## src/rtl/buck_switch_ctrl.sv

```systemverilog
// Synchronous buck converter switch sequencer. It drives the high-side (P) and
// low-side (N) switches with ack-qualified dead time, a minimum on-time, an
// overcurrent cut-off and a sticky fault for ack timeouts or switch overlap.
module buck_switch_ctrl #(
  parameter int DEAD_CYC = 4,
  parameter int MIN_ON   = 8,
  parameter int ACK_TO   = 64
) (
  input  logic       clk,
  input  logic       rst,
  input  logic       en,
  input  logic       pwm_req,
  input  logic       oc,
  input  logic       zc,
  input  logic       gp_ack,
  input  logic       gn_ack,
  output logic       gp,
  output logic       gn,
  output logic       fault,
  output logic [2:0] state
);

  typedef enum logic [2:0] {
    IDLE       = 3'd0,
    P_ON_WAIT  = 3'd1,
    P_ON       = 3'd2,
    P_OFF_WAIT = 3'd3,
    DEAD_N     = 3'd4,
    N_ON       = 3'd5,
    N_OFF_WAIT = 3'd6,
    DEAD_P     = 3'd7
  } state_t;

  localparam logic [7:0] DEAD_LAST = 8'(DEAD_CYC - 1);
  localparam logic [7:0] MIN_LOAD  = 8'(MIN_ON - 1);
  localparam logic [9:0] TO_LAST   = 10'(ACK_TO - 1);

  state_t     cur;
  state_t     nxt;
  logic       fault_nxt;
  logic [7:0] dead_cnt;
  logic [7:0] min_cnt;
  logic [9:0] to_cnt;
  logic       dead_done;
  logic       to_hit;
  logic       in_wait;
  logic       in_dead;

  assign dead_done = (dead_cnt >= DEAD_LAST);
  assign to_hit    = (to_cnt >= TO_LAST);
  assign in_wait   = (cur == P_ON_WAIT) || (cur == P_OFF_WAIT) || (cur == N_OFF_WAIT);
  assign in_dead   = (cur == DEAD_P) || (cur == DEAD_N);
  assign state     = cur;

  always_comb begin
    nxt       = cur;
    fault_nxt = fault;
    if (fault) begin
      nxt = IDLE;
    end else if (gp_ack && gn_ack) begin
      fault_nxt = 1'b1;
      nxt       = IDLE;
    end else begin
      case (cur)
        IDLE: begin
          if (en && pwm_req && !oc && !gp_ack && !gn_ack) nxt = DEAD_P;
        end
        DEAD_P: begin
          // A disable during dead time must not launch a new P phase.
          if (!en)            nxt = IDLE;
          else if (dead_done) nxt = P_ON_WAIT;
        end
        P_ON_WAIT: begin
          if (oc)          nxt = P_OFF_WAIT;
          else if (gp_ack) nxt = P_ON;
          else if (to_hit) begin
            fault_nxt = 1'b1;
            nxt       = IDLE;
          end
        end
        P_ON: begin
          if (oc)                                        nxt = P_OFF_WAIT;
          else if (min_cnt == 8'd0 && (!pwm_req || !en)) nxt = P_OFF_WAIT;
        end
        P_OFF_WAIT: begin
          if (!gp_ack) nxt = DEAD_N;
          else if (to_hit) begin
            fault_nxt = 1'b1;
            nxt       = IDLE;
          end
        end
        DEAD_N: begin
          if (dead_done) nxt = N_ON;
        end
        N_ON: begin
          // zc and a new period both end N conduction; the exit path is shared.
          if (zc || pwm_req) nxt = N_OFF_WAIT;
        end
        N_OFF_WAIT: begin
          if (!gn_ack) nxt = (en && pwm_req && !oc) ? DEAD_P : IDLE;
          else if (to_hit) begin
            fault_nxt = 1'b1;
            nxt       = IDLE;
          end
        end
        default: nxt = IDLE;
      endcase
    end
  end

  always_ff @(posedge clk) begin
    if (rst) begin
      cur      <= IDLE;
      fault    <= 1'b0;
      gp       <= 1'b0;
      gn       <= 1'b0;
      dead_cnt <= 8'd0;
      min_cnt  <= 8'd0;
      to_cnt   <= 10'd0;
    end else begin
      cur   <= nxt;
      fault <= fault_nxt;
      // Commands decode the next state so they change with the state register.
      gp    <= (nxt == P_ON_WAIT) || (nxt == P_ON);
      gn    <= (nxt == N_ON);

      if (nxt != cur)                     dead_cnt <= 8'd0;
      else if (in_dead && dead_cnt != 8'hFF) dead_cnt <= dead_cnt + 8'd1;

      if (nxt != cur)                     to_cnt <= 10'd0;
      else if (in_wait && to_cnt != 10'h3FF) to_cnt <= to_cnt + 10'd1;

      // Loaded with MIN_ON-1 so P_ON lasts at least MIN_ON cycles from the ack.
      if (cur == P_ON_WAIT && nxt == P_ON)    min_cnt <= MIN_LOAD;
      else if (cur == P_ON && min_cnt != 8'd0) min_cnt <= min_cnt - 8'd1;
      else if (cur != P_ON)                   min_cnt <= 8'd0;
    end
  end

endmodule
```

## config.mk

```make
export PLATFORM = sky130hd
export DESIGN_NAME = buck_switch_ctrl
export DESIGN_NICKNAME = d
export VERILOG_FILES = /design/src/rtl/buck_switch_ctrl.sv
export SDC_FILE = /design/constraint.sdc
export NUM_CORES = 1
export LEC_CHECK = 0
export BUFFER_PORTS_ARGS = -buffer_cell sky130_fd_sc_hd__buf_4
export CAP_MARGIN = 20
export CORE_MARGIN = 5
export CORE_UTILIZATION = 25
export CTS_CLUSTER_DIAMETER = 80
export DETAILED_ROUTE_END_ITERATION = 10
export PLACE_DENSITY = 0.44
export SLEW_MARGIN = 20
export SYNTH_ARGS = -nofsm -noshare
export SYNTH_HDL_FRONTEND = slang
export SYNTH_SLANG_ARGS = --single-unit
```

## constraint.sdc

```tcl
create_clock -name clk -period 3.4 [get_ports clk]
set_clock_uncertainty 0.2 [all_clocks]
set_input_delay 0.85 -clock clk [delete_from_list [all_inputs] [get_ports clk]]
set_output_delay 0.85 -clock clk [all_outputs]
set_load 0.005 [all_outputs]
```

# [Word-level counts from Yosys, hierarchy flattened]
# Index checks and enable logic that the tools add are counted.
[word_totals] regBits=32 latchBits=0 ram_bits=0 romBits=0 in_bits=8 elab_cells=82 mem_count=0
[classes] n_addsub=3 multipliers=0 div_mod_pow=0 n_lt_le_gt_ge=2 n_eq_ne=14 n_shift=0 n_mux=27 n_bitwise=0 reduce_logical=28
[op_table] operator="$mux 3" n=16
[op_table] operator="$pmux 3 s8" n=1
[op_table] operator="$mux 8" n=2
[op_table] operator="$eq 3x3->1 const B" n=5
[op_table] operator="$add 10x1->10 const B" n=1
[op_table] operator="$ge 10x6->1 const B" n=1
[op_table] operator="$logic_and 1x1->1" n=10
[op_table] operator="$ne 10x10->1 const B" n=1
[op_table] operator="$eq 3x2->1 const B" n=3
[op_table] operator="$add 8x1->8 const B" n=1
[op_table] operator="$ge 8x2->1 const B" n=1
[op_table] operator="$logic_not 8->1" n=1
[op_table] operator="$ne 8x8->1 const B" n=1
[op_table] operator="$reduce_bool 8->1" n=1
[op_table] operator="$sub 8x1->8 const B" n=1
[op_table] operator="$mux 1" n=7
[op_table] operator="$eq 3x1->1 const B" n=2
[op_table] operator="$logic_or 1x1->1" n=6
[op_table] operator="$logic_not 1->1" n=5
[op_table] operator="$reduce_or 2->1" n=2
[op_table] operator="$logic_not 3->1" n=1
[op_table] operator="$ne 3x2->1 const B" n=1
[op_table] operator="$ne 3x3->1" n=1
[op_table] operator="$pmux 1 s3" n=1
[op_table] operator="other kinds (2)" n=2

# [Depth between registers and ports, before layout]
# Gate-level depths: netlist (run 1).
[logic_depth] depth_word=11 depth_mapped=10

# [Least setup slack after synthesis (run 1)]
# No wires, ideal clock.
[synth_path] path_kind="input -> register" startpoint="in pwm_req" endpoint="reg dead_cnt[0]" arrival_ns=2.573 t_required_ns=3.127 slack_ns=0.554 path_stages=8 cell_sequence="or3_1 a211oi_2 a211oi_2 and2_0 or4b_1 buf_6 buf_12 nor3_2"
[synth_between] elab_chain_cells=10
[synth_lines] element="start: declaration" line="12" source="input logic pwm_req,"
[synth_lines] element="$logic_not 1->1 / $logic_and 1x1->1 (equally long branches)" line="83, 66, 100"
[synth_lines] element="$logic_or 1x1->1 / $logic_and 1x1->1 (equally long branches)" line="83, 66, 100"
[synth_lines] element="$logic_and 1x1->1, on equally long branches" line="83, 66"
[synth_lines] element="$mux 3 / $logic_and 1x1->1 (equally long branches)" line="83, 66"
[synth_lines] element="$mux 3, on equally long branches" line="82, 66"
[synth_lines] element="$pmux 3 s8 (*)" line="64" source="case (cur)"
[synth_lines] element="$mux 3 (*)" line="60" source="end else if (gp_ack && gn_ack) begin"
[synth_lines] element="$mux 3 (*)" line="58" source="if (fault) begin"
[synth_lines] element="$ne 3x3->1 (*)" line="127" source="if (nxt != cur) dead_cnt <= 8'd0;"
[synth_lines] element="$reduce_or 2->1 (no line) (*)"
[synth_lines] element="end signal: assignment" line="128" source="else if (in_dead && dead_cnt != 8'hFF) dead_cnt <= dead_cnt + 8'd1;"
[synth_lines] element="end: declaration" line="41" source="logic [7:0] dead_cnt;"
# Mark *: on every way between the ends. The rest lies on a longest branch, timed or not.
# A chain may end at the register's enable or synchronous reset.

# [Worst setup path in the final report (run 1)]
[layout_path] startpoint="in pwm_req" endpoint="reg to_cnt[6]"
[layout_between] elab_chain_cells=10
[layout_lines] element="$logic_not 1->1 / $logic_and 1x1->1 (equally long branches)" line="83, 66, 100"
[layout_lines] element="$logic_or 1x1->1 / $logic_and 1x1->1 (equally long branches)" line="83, 66, 100"
[layout_lines] element="$logic_and 1x1->1, on equally long branches" line="83, 66"
[layout_lines] element="$mux 3 / $logic_and 1x1->1 (equally long branches)" line="83, 66"
[layout_lines] element="$mux 3, on equally long branches" line="82, 66"
[layout_lines] element="$pmux 3 s8 (*)" line="64"
[layout_lines] element="$mux 3 (*)" line="60"
[layout_lines] element="$mux 3 (*)" line="58"
[layout_lines] element="$ne 3x3->1 (*)" line="130" source="if (nxt != cur) to_cnt <= 10'd0;"
[layout_lines] element="$reduce_or 2->1 (no line) (*)"
[layout_lines] element="end signal: assignment" line="131" source="else if (in_wait && to_cnt != 10'h3FF) to_cnt <= to_cnt + 10'd1;"
[layout_lines] element="end: declaration" line="43" source="logic [9:0] to_cnt;"
# Marked as above.

==> flow_summary_export.csv, run 1 <==
group,metric,value,unit
place,numPortBuffers,13,
synthesis,ys_async_sr_fraction,0,
place,placed_cells,327,
die,placement_rows,31,
clock_network,clockBufferDepth,2,
global_route,antenna_violations_before_repair,0,
synthesis,post_synth.cell_area_avg,8.65,um^2
flow_run,cap_viol_max_count,0,
cells_and_area,fin_util,0.300,
timing,timing.final.crit_share,0.806,
detailed_routing,via_count,1583,
clock_network,cts_made_buffers,5,
cells_and_area,antenna-diode-count,0,
clock_network,holdBufCountCts,0,
synthesis,postSynthRegisterBits,32,
setup_path,r2r_end,"to_cnt[6]",
setup_path,reg2reg_from,"state[0]",
timing,setup_viol,0,
detailed_routing,detail_route.wirelength,4.18,mm
timing,timing.fmax,365,MHz
clock_network,tritoncts,"done",
setup_path,sequence_of_cells_on_the_critical_path,"buf_4 > or3_1 > a211oi_2 > a211oi_2 > and2_0 > or4b_1 > buf_4 > nor3b_1",
global_route,grt_pass1_wl,7.33,mm
power_and_ir_drop,power_leakage,0.797,nW
cells_and_area,final_design_area_no_fill,2200,um^2
worst_hold_path,worstHoldPathType,"flop to flop",
setup_path,critPathCaptureType,"flop",
global_route,gr-usage-met1,0.118,
synthesis,mappedNetlistArea,1910,um^2
timing,timing.final.crit_period,2.74,ns
place,dp_hpwl,3.06,mm
place,dpl_cell_area,2090,um^2
die,design.core.area,7330,um^2
cells_and_area,area_occupied_by_multi_input_gates,1180,um^2
setup_path,cp.arrival,2.74,ns
global_route,track_usage,0.0918,
die,initial_core_util,0.261,
power_and_ir_drop,power_frac_seq,0.424,
setup_path,critical_path.max_fanout,18,
global_route,grt.overflow.total,0,
clock_network,cts-root-buf,"sky130_fd_sc_hd__clkbuf_8",
cells_and_area,nFillCells,773,
power_and_ir_drop,netSwitchingPower,0.269,mW
timing,fin_setup_tns,0,ns
setup_path,slowest_delay,0.49,ns
power_and_ir_drop,power.ir.vdd_worst,178,uV
timing,timing.slew.headroom,0.627,
place,place.gp.congestion,0.867,
setup_path,timing.critical_path.depth,8,
power_and_ir_drop,cellInternalPower,0.666,mW
setup_path,timing.critical_path.from_type,"input port",
power_and_ir_drop,share_comb_of_total_power,0.192,
synthesis,seq_area_frac_synth,0.335,
timing,hold_slack,0.345,ns
clock_network,post_cts_setup_inserts,0,
die,io_pins,14,
power_and_ir_drop,fin_total_pwr,0.935,mW
timing,final_hold_viol_count,0,
setup_path,path_delay_family,"simple AND/OR/NAND/NOR gates",
timing,grt_setup_unrepaired,"false",
detailed_routing,first_pass_iters,5,
setup_path,critical-path-slowest-cell,"sky130_fd_sc_hd__or4b_1",
detailed_routing,drc_errors,0,
power_and_ir_drop,power_density,425,nW/um^2
synthesis,synth_enable_flop_cells,0,
power_and_ir_drop,share_clk_of_total_power,0.384,
worst_hold_path,worst_hold_path.endpoint,"min_cnt[7]",
timing,report.final.slew_viol_count,0,
synthesis,postSynthNetCount,233,
setup_path,timing_worst_setup_path_type,"input port to flop",
cells_and_area,layout.cells.non_filler,335,
worst_hold_path,holdPathStages,2,
setup_path,worst_ep_required_time,3.40,ns
detailed_routing,first_iter_violations,68,
setup_path,r2r_slack,0.77,ns
cells_and_area,synthToLayoutAreaGrowth,15.1,%
clock_network,clkSlewWorstSetupHoldPaths,0.07,ns
cells_and_area,regArea,641,um^2
place,post-place-ws,0.378,ns
synthesis,ys_types,54,
timing,fin_ws,0.659,ns
global_route,largest_net_degree_at_the_start_of_global_routing,19,
status,outcome,"completed",
worst_hold_path,min-delay-start,"min_cnt[7]",
detailed_routing,final_antenna_net_count,0,
die,die_height,97.4,um
cells_and_area,final_net_count,247,
global_route,grt_util_met2,0.152,
die,die_x,97.4,um
global_route,grt_pass1_vias,1618,
die,die_area,9490,um^2
clock_network,cts_max_level,2,
clock_network,post_cts_resized,0,
setup_path,r2r.worst_path.cells,7,
clock_network,numClockSinks,32,
global_route,use_met3,0.0194,
cells_and_area,drive_gt1_frac,0.203,
timing,timing_worst_slew_pin_value,0.555,ns
detailed_routing,route.detailed.wl_per_inst,12.5,um
clock_network,clk-insertion-delay-late,0.28,ns
global_route,busiest_layer,"met2",
detailed_routing,vias_per_cell,4.73,
synthesis,post_synth_inst_count,221,
synthesis,ys.warnings.count,0,
power_and_ir_drop,power_switching_share,0.288,
synthesis,synth_ff_type,"sky130_fd_sc_hd__dfxtp_1",
setup_path,cp.buffers_inverters,2,
[tightest hold or removal path: cells and delay by family, from the launching register on]
kind	cells	cell delay (ns)
DFF	1	0.36
xor gates and xnor gates	1	0.08
and+or+nand+nor	1	0.07
[worst max path at each step]
stage / slack [ns] / end / start
final: 0.66 / to_cnt[6] / pwm_req
after detailed placement: 0.38 / to_cnt[6] / pwm_req
after global placement: 0.36 / to_cnt[6] / pwm_req
after floorplan: 0.55 / dead_cnt[0] / pwm_req
after CTS: 0.66 / to_cnt[6] / pwm_req
after global routing: 0.48 / to_cnt[3] / oc
[synthesized netlist by cell type (2+ instances only)]
| master | n | area, um^2 |
|---|---|---|
| sky130_fd_sc_hd__inv_2 | 2 | 7.51 |
| sky130_fd_sc_hd__nand2_1 | 16 | 60.1 |
| sky130_fd_sc_hd__ha_1 | 4 | 50.1 |
| sky130_fd_sc_hd__o21ai_0 | 3 | 15.0 |
| sky130_fd_sc_hd__dfxtp_1 | 32 | 641 |
| sky130_fd_sc_hd__inv_1 | 5 | 18.8 |
| sky130_fd_sc_hd__xor2_1 | 11 | 96.3 |
| sky130_fd_sc_hd__buf_2 | 4 | 20.0 |
| sky130_fd_sc_hd__and3_1 | 4 | 25.0 |
| sky130_fd_sc_hd__nor2_1 | 23 | 86.3 |
| sky130_fd_sc_hd__o31ai_1 | 2 | 15.0 |
| sky130_fd_sc_hd__o21a_1 | 2 | 15.0 |
| sky130_fd_sc_hd__or3_1 | 4 | 25.0 |
| sky130_fd_sc_hd__nor4_1 | 3 | 18.8 |
| sky130_fd_sc_hd__nand3_1 | 7 | 35.0 |
| sky130_fd_sc_hd__nand2b_1 | 3 | 18.8 |
| sky130_fd_sc_hd__mux2i_1 | 3 | 30.0 |
| sky130_fd_sc_hd__and3_2 | 2 | 15.0 |
| sky130_fd_sc_hd__xnor2_1 | 13 | 114 |
| sky130_fd_sc_hd__or2_2 | 2 | 12.5 |
| sky130_fd_sc_hd__nor3_2 | 10 | 100 |
| sky130_fd_sc_hd__nand4_1 | 5 | 31.3 |
| sky130_fd_sc_hd__nor3b_1 | 4 | 30.0 |
| sky130_fd_sc_hd__clkbuf_1 | 3 | 11.3 |
| sky130_fd_sc_hd__a311o_2 | 2 | 22.5 |
| sky130_fd_sc_hd__nor3_1 | 18 | 90.1 |
| sky130_fd_sc_hd__a211oi_2 | 2 | 25.0 |
| sky130_fd_sc_hd__a21oi_1 | 6 | 30.0 |
[registers in the layout (all words and copies together) (netlist names)]
signal / cells
state: 3
to_cnt: 10
dead_cnt: 8
min_cnt: 8
gp: 1
gn: 1
fault: 1
[routing by layer]
layer / wire length [um] / part of all wire
met3: 102 / 0.024
met5: 0 / 0
met2: 1890 / 0.45
met4: 48 / 0.011
met1: 2140 / 0.51
[cell type report]
cell class	instances	area share
Sequential cell	32	0.291
Clock buffer	6	0.0330
Timing Repair Buffer	16	0.0546
Tap cell	99	0.0563
Clock inverter	2	0.0159
Multi-Input combinational cell	173	0.537
Inverter	7	0.0119
[cell usage in the layout, fill, tap and decap left out, types with 2 or more instances in the layout]
cell and count:
sky130_fd_sc_hd__dfxtp_1 32, sky130_fd_sc_hd__nor2_1 23, sky130_fd_sc_hd__nor3_1 18, sky130_fd_sc_hd__nand2_1 16
sky130_fd_sc_hd__buf_4 16, sky130_fd_sc_hd__xnor2_1 13, sky130_fd_sc_hd__xor2_1 11, sky130_fd_sc_hd__nor3_2 10
sky130_fd_sc_hd__nand3_1 7, sky130_fd_sc_hd__a21oi_1 6, sky130_fd_sc_hd__inv_1 5, sky130_fd_sc_hd__nand4_1 5
sky130_fd_sc_hd__clkbuf_8 5, sky130_fd_sc_hd__or3_1 4, sky130_fd_sc_hd__and3_1 4, sky130_fd_sc_hd__nor3b_1 4
sky130_fd_sc_hd__ha_1 4, sky130_fd_sc_hd__nor4_1 3, sky130_fd_sc_hd__nand2b_1 3, sky130_fd_sc_hd__o21ai_0 3
sky130_fd_sc_hd__mux2i_1 3, sky130_fd_sc_hd__inv_2 2, sky130_fd_sc_hd__or2_2 2, sky130_fd_sc_hd__a211oi_2 2
sky130_fd_sc_hd__o21a_1 2, sky130_fd_sc_hd__a311o_2 2, sky130_fd_sc_hd__and3_2 2, sky130_fd_sc_hd__o31ai_1 2
[power groups by stage]
stage | combinational, mW | clock (mW) | sequential [mW]
2_1_floorplan | 0.156 | 0 | 0.395
6_report | 0.179 | 0.359 | 0.396
3_5_place_dp | 0.182 | 0 | 0.405
5_1_grt | 0.199 | 0.392 | 0.398
4_1_cts | 0.183 | 0.376 | 0.396
3_3_place_gp | 0.184 | 0 | 0.406
[logic make-up after synthesis]
family	Yosys count	share of synthesized area
and+or+nand+nor	113	0.343
DFF	32	0.335
AOI/OAI and AO/OA	29	0.124
xor gates and xnor gates	24	0.110
buffers and inverters	16	0.0465
adders and majority gates	4	0.0262
muxes	3	0.0157
No activity file was read; power rests on OpenSTA's default activity.
==> run 2, diff against run 1 <==
--- a/config.mk
+++ b/config.mk
@@ -11,7 +11,7 @@
 export CORE_UTILIZATION = 25
 export CTS_CLUSTER_DIAMETER = 80
 export DETAILED_ROUTE_END_ITERATION = 10
-export PLACE_DENSITY = 0.44
+export PLACE_DENSITY = 0.45
 export SLEW_MARGIN = 20
 export SYNTH_ARGS = -nofsm -noshare
 export SYNTH_HDL_FRONTEND = slang
==> constraint.sdc (replaced) <==
create_clock -name clk -period 2.3 [get_ports clk]
set_clock_uncertainty 0.2 [all_clocks]
set_input_delay 0.575 -clock clk [delete_from_list [all_inputs] [get_ports clk]]
set_output_delay 0.575 -clock clk [all_outputs]
set_load 0.005 [all_outputs]
==> flow_summary_export.csv, run 2 (synthesis results as in run 1) <==
group,metric,value,unit
power_and_ir_drop,netSwitchingPower,0.460,mW
cells_and_area,final_net_count,327,
power_and_ir_drop,power_frac_seq,0.378,
setup_path,timing_worst_setup_path_type,"flop to flop",
timing,timing_worst_slew_pin_value,0.367,ns
clock_network,cts_made_buffers,5,
global_route,grt.overflow.total,0,
setup_path,slowest_delay,0.60,ns
global_route,largest_net_degree_at_the_start_of_global_routing,13,
clock_network,cts-root-buf,"sky130_fd_sc_hd__clkbuf_8",
worst_hold_path,worst_hold_path.endpoint,"fault",
setup_path,worst_ep_required_time,2.31,ns
timing,setup_viol,18,
cells_and_area,regArea,651,um^2
cells_and_area,synthToLayoutAreaGrowth,54.7,%
clock_network,numClockSinks,32,
place,dpl_cell_area,2660,um^2
timing,final_hold_viol_count,0,
global_route,grt_pass1_vias,1850,
setup_path,r2r.worst_path.cells,7,
die,die_height,97.4,um
detailed_routing,first_pass_iters,4,
die,die_area,9490,um^2
timing,report.final.slew_viol_count,0,
setup_path,r2r_slack,-0.21,ns
cells_and_area,max_flop_register,"to_cnt",
global_route,track_usage,0.111,
place,numPortBuffers,13,
detailed_routing,drc_errors,0,
detailed_routing,route.detailed.wl_per_inst,12.2,um
setup_path,critPathCaptureType,"flop",
detailed_routing,detail_route.wirelength,5.05,mm
die,die_x,97.4,um
clock_network,cts_max_level,2,
setup_path,r2r_end,"to_cnt[6]",
detailed_routing,vias_per_cell,4.56,
cells_and_area,layout_commonest_cell,"sky130_fd_sc_hd__buf_4",
cells_and_area,final_design_area_no_fill,2960,um^2
cells_and_area,reg.largest.list,"to_cnt x10, dead_cnt x8, min_cnt x8",
power_and_ir_drop,share_comb_of_total_power,0.332,
setup_path,sequence_of_cells_on_the_critical_path,"or4_4 > a21oi_4 > a311o_2 > nor3_2 > or4b_4 > clkbuf_16 > nor3b_2",
power_and_ir_drop,fin_total_pwr,1.53,mW
power_and_ir_drop,power_leakage,1.22,nW
timing,timing.final.crit_share,1.09,
status,outcome,"complete, but fails checks",
global_route,antenna_violations_before_repair,0,
flow_run,cap_viol_max_count,0,
global_route,grt_pass1_wl,8.67,mm
cells_and_area,most_frequent_cells_in_the_layout,"sky130_fd_sc_hd__buf_4, sky130_fd_sc_hd__dfxtp_1, sky130_fd_sc_hd__nor2_1, sky130_fd_sc_hd__nand2_1, sky130_fd_sc_hd__nor3_2",
setup_path,critical-path-slowest-cell,"sky130_fd_sc_hd__or4b_4",
detailed_routing,via_count,1891,
worst_hold_path,worstHoldPathType,"input port to flop",
power_and_ir_drop,power.ir.vdd_worst,218,uV
detailed_routing,first_iter_violations,63,
status,violations,"negative setup slack",
cells_and_area,drive_gt1_frac,0.472,
timing,grt_setup_unrepaired,"true",
detailed_routing,final_antenna_net_count,0,
clock_network,clockBufferDepth,2,
power_and_ir_drop,power_switching_share,0.301,
setup_path,cp.arrival,2.52,ns
clock_network,holdBufCountCts,0,
place,place.gp.congestion,0.815,
timing,timing.final.crit_period,2.51,ns
clock_network,clk-insertion-delay-late,0.28,ns
clock_network,clkSlewWorstSetupHoldPaths,0.07,ns
cells_and_area,area_occupied_by_multi_input_gates,1290,um^2
place,dp_hpwl,3.76,mm
timing,fin_ws,-0.210,ns
die,initial_core_util,0.261,
worst_hold_path,min-delay-start,"rst",
power_and_ir_drop,power_density,517,nW/um^2
setup_path,timing.critical_path.from_type,"flop",
setup_path,critical_path.max_fanout,5,
setup_path,reg2reg_from,"to_cnt[6]",
die,placement_rows,31,
cells_and_area,antenna-diode-count,0,
setup_path,crit_start,"to_cnt[6]",
power_and_ir_drop,share_clk_of_total_power,0.290,
cells_and_area,largest_register_ffs,10,
timing,timing.fmax,398,MHz
timing,timing.slew.headroom,0.753,
power_and_ir_drop,cellInternalPower,1.07,mW
clock_network,tritoncts,"done",
die,design.core.area,7330,um^2
worst_hold_path,holdPathStages,2,
die,io_pins,14,
cells_and_area,nFillCells,741,
[run 2: changes by cell type in the layout (fill, tap and decap cells not counted), moves of 2 or more]
cell	delta
sky130_fd_sc_hd__buf_4	+77
sky130_fd_sc_hd__dfxtp_1	-4
sky130_fd_sc_hd__dfxtp_2	+2
sky130_fd_sc_hd__dfxtp_4	+2
sky130_fd_sc_hd__nor3_1	-9
sky130_fd_sc_hd__nor3_2	+5
sky130_fd_sc_hd__nor3_4	+4
[run 2: cell type report]
cell class	instances	area share
tap	99	0.0419
sequential	32	0.220
timing repair buffer	96	0.261
clock buffer	8	0.0305
multi-input combinational	173	0.438
inverter	7	0.00889
[run 2: how the worst max path moves through the flow]
stage / endpoint / depth (start not counted)
detailed placement: dead_cnt[7] / 8
floorplan: to_cnt[2] / 6
global placement: to_cnt[6] / 8
finish: to_cnt[6] / 7
global route: to_cnt[6] / 7
CTS: to_cnt[8] / 7
[run 2: power by group through the flow]
stage / logic, mW / registers [mW] / clock network (mW)
global route: 0.546 / 0.578 / 0.490
floorplan: 0.233 / 0.584 / 0
CTS: 0.445 / 0.579 / 0.467
finish: 0.508 / 0.578 / 0.442
detailed placement: 0.397 / 0.591 / 0
global placement: 0.400 / 0.591 / 0
[run 2: per-stage QoR]
step	hold WS, ns	instances	util	setup TNS [ns]	setup slack, ns
final	0.306	415	0.403	-2.95	-0.210
after global placement	0.309	400	0.363	-6.59	-0.337
after detailed placement	0.316	400	0.363	-6.67	-0.362
after floorplan	0.285	221	-	-1.92	-0.142
after global routing	0.285	415	0.403	-4.46	-0.286
after CTS	0.292	410	0.383	-3.29	-0.224
[run 2: layer usage]
layer,vias up,routed length (um),GRT usage
met2,22,2330,0.179
met4,0,69,0.0362
li1,978,-,-
met3,5,162,0.0258
met5,-,0,0
met1,886,2490,0.144
[run 2: what timing repair did]
action,4_1_cts,5_1_grt
gates cloned,1,1
buffers inserted,1,4
pin swaps,2,11
endpoints found under the setup margin,20,22
gates resized for setup,7,21
[run 2: worst max-delay path: cells and delay by family (launching register included)]
kind,cells,cell delay [ns]
AO/OA/AOI/OAI,2,0.42
buffers and inverters,1,0.19
flip-flops,1,0.32
AND/OR/NAND/NOR,4,1.31
==> run 3, diff against run 2 <==
==> constraint.sdc (replaced) <==
create_clock -name clk -period 2.3 [get_ports clk]
set_clock_uncertainty 0.2 [all_clocks]
set_input_delay 0.575 -clock clk [delete_from_list [all_inputs] [get_ports clk]]
set_output_delay 0.575 -clock clk [all_outputs]
set_load 0.1 [all_outputs]
==> flow_summary_export.csv, run 3 (synthesis results as in run 1) <==
group,metric,value,unit
setup_path,reg2reg_from,"to_cnt[6]",
detailed_routing,detail_route.wirelength,5.07,mm
cells_and_area,layout_commonest_cell,"sky130_fd_sc_hd__buf_4",
cells_and_area,synthToLayoutAreaGrowth,51.0,%
global_route,grt.overflow.total,0,
setup_path,timing_worst_setup_path_type,"flop to flop",
die,die_x,97.4,um
die,initial_core_util,0.261,
power_and_ir_drop,fin_total_pwr,1.59,mW
detailed_routing,via_count,1859,
timing,timing.final.crit_period,2.53,ns
cells_and_area,final_design_area_no_fill,2890,um^2
power_and_ir_drop,power.ir.vdd_worst,249,uV
cells_and_area,layout.cells.non_filler,402,
status,violations,"negative setup slack",
cells_and_area,reg.largest.list,"to_cnt x10, dead_cnt x8, min_cnt x8",
setup_path,r2r_slack,-0.23,ns
cells_and_area,drive_gt1_frac,0.459,
timing,final_hold_viol_count,0,
clock_network,clockBufferDepth,2,
timing,timing.slew.headroom,0.754,
cells_and_area,most_frequent_cells_in_the_layout,"sky130_fd_sc_hd__buf_4, sky130_fd_sc_hd__dfxtp_1, sky130_fd_sc_hd__nor2_1, sky130_fd_sc_hd__nand2_1, sky130_fd_sc_hd__nor3_2",
timing,fin_ws,-0.226,ns
cells_and_area,final_net_count,314,
timing,timing.fmax,396,MHz
cells_and_area,largest_register_ffs,10,
die,die_height,97.4,um
setup_path,slowest_delay,0.60,ns
setup_path,worst_ep_required_time,2.30,ns
die,placement_rows,31,
detailed_routing,vias_per_cell,4.62,
detailed_routing,route.detailed.wl_per_inst,12.6,um
setup_path,sequence_of_cells_on_the_critical_path,"or4_4 > a21oi_4 > a211oi_2 > and2_4 > or4b_4 > buf_12 > nor3_2",
global_route,track_usage,0.110,
timing,timing_worst_slew_pin_value,0.367,ns
place,dp_hpwl,3.83,mm
die,io_pins,14,
clock_network,holdBufCountCts,0,
setup_path,cp.buffers_inverters,1,
global_route,grt_pass1_vias,1876,
place,dpl_cell_area,2620,um^2
clock_network,clk-insertion-delay-late,0.27,ns
power_and_ir_drop,power_leakage,1.17,nW
place,placed_cells,390,
setup_path,critPathCaptureType,"flop",
clock_network,numClockSinks,32,
worst_hold_path,min-delay-start,"rst",
place,place.gp.congestion,0.828,
setup_path,critical-path-slowest-cell,"sky130_fd_sc_hd__or4b_4",
timing,grt_setup_unrepaired,"true",
place,numPortBuffers,13,
setup_path,r2r.worst_path.cells,7,
worst_hold_path,worstHoldPathType,"input port to flop",
power_and_ir_drop,power_density,550,nW/um^2
setup_path,cp.arrival,2.53,ns
place,post-place-ws,-0.377,ns
detailed_routing,drc_errors,0,
timing,fin_setup_tns,-3.35,ns
timing,timing.final.crit_share,1.10,
flow_run,cap_viol_max_count,0,
timing,setup_viol,18,
setup_path,r2r_end,"to_cnt[3]",
global_route,largest_net_degree_at_the_start_of_global_routing,13,
worst_hold_path,worst_hold_path.endpoint,"fault",
worst_hold_path,holdPathStages,2,
setup_path,timing.critical_path.from_type,"flop",
cells_and_area,nFillCells,753,
cells_and_area,max_flop_register,"to_cnt",
detailed_routing,first_iter_violations,62,
clock_network,tritoncts,"done",
global_route,antenna_violations_before_repair,0,
cells_and_area,antenna-diode-count,0,
timing,hold_slack,0.293,ns
setup_path,path_delay_family,"simple AND/OR/NAND/NOR gates",
global_route,grt_pass1_wl,8.67,mm
clock_network,cts_max_level,2,
clock_network,cts_made_buffers,5,
detailed_routing,first_pass_iters,6,
die,die_area,9490,um^2
timing,report.final.slew_viol_count,0,
detailed_routing,final_antenna_net_count,0,
die,design.core.area,7330,um^2
clock_network,cts-root-buf,"sky130_fd_sc_hd__clkbuf_8",
clock_network,clkSlewWorstSetupHoldPaths,0.07,ns
setup_path,critical_path.max_fanout,5,
cells_and_area,fin_util,0.394,
status,outcome,"complete, but fails checks",
-- run 3: cell types whose count changed in the layout (fill, tap and decap cells not counted), sizes merged --
cell,change
clkinv,+2
buf,-14
clkbuf,-1
-- run 3: where the power goes --
part / switching, mW / internal, mW / leakage (nW) / total, mW
registers: 0.0109 / 0.564 / 0.262 / 0.575
logic: 0.302 / 0.270 / 0.859 / 0.572
clock network: 0.203 / 0.239 / 0.0510 / 0.441
-- run 3: worst max path at each step --
stage | slack [ns] | cells after the start | start | to
after floorplan | -0.14 | 8 | to_cnt[9] | dead_cnt[0]
after global routing | -0.32 | 7 | to_cnt[6] | to_cnt[3]
final | -0.23 | 7 | to_cnt[6] | to_cnt[3]
after global placement | -0.34 | 8 | zc | to_cnt[6]
after CTS | -0.21 | 7 | to_cnt[9] | to_cnt[3]
after detailed placement | -0.38 | 8 | gp_ack | to_cnt[6]
-- run 3: layer usage --
metal	vias to the layer above	part of all wire	global-route usage	wire length [um]
li1	952	-	-	-
met1	882	0.47	0.143	2410
met2	21	0.48	0.177	2460
met3	4	0.027	0.0215	135
met4	0	0.014	0.0447	70
met5	-	0	0	0
-- run 3: area by class of cell --
class | instances | area, um^2 | share of cell area
Sequential cell | 32 | 656 | 0.227
Tap cell | 99 | 124 | 0.0429
Timing Repair Buffer | 83 | 691 | 0.239
Clock buffer | 6 | 82.6 | 0.0286
Clock inverter | 2 | 10.0 | 0.00347
Multi-Input combinational cell | 173 | 1300 | 0.449
Inverter | 7 | 26.3 | 0.00911
-- run 3: timing repair --
item	CTS	global route
hold endpoints to repair	0	0
gates resized for setup	6	19
setup buffers	2	0
pin swaps	1	8
setup endpoints to repair	19	18
gates cloned	0	2
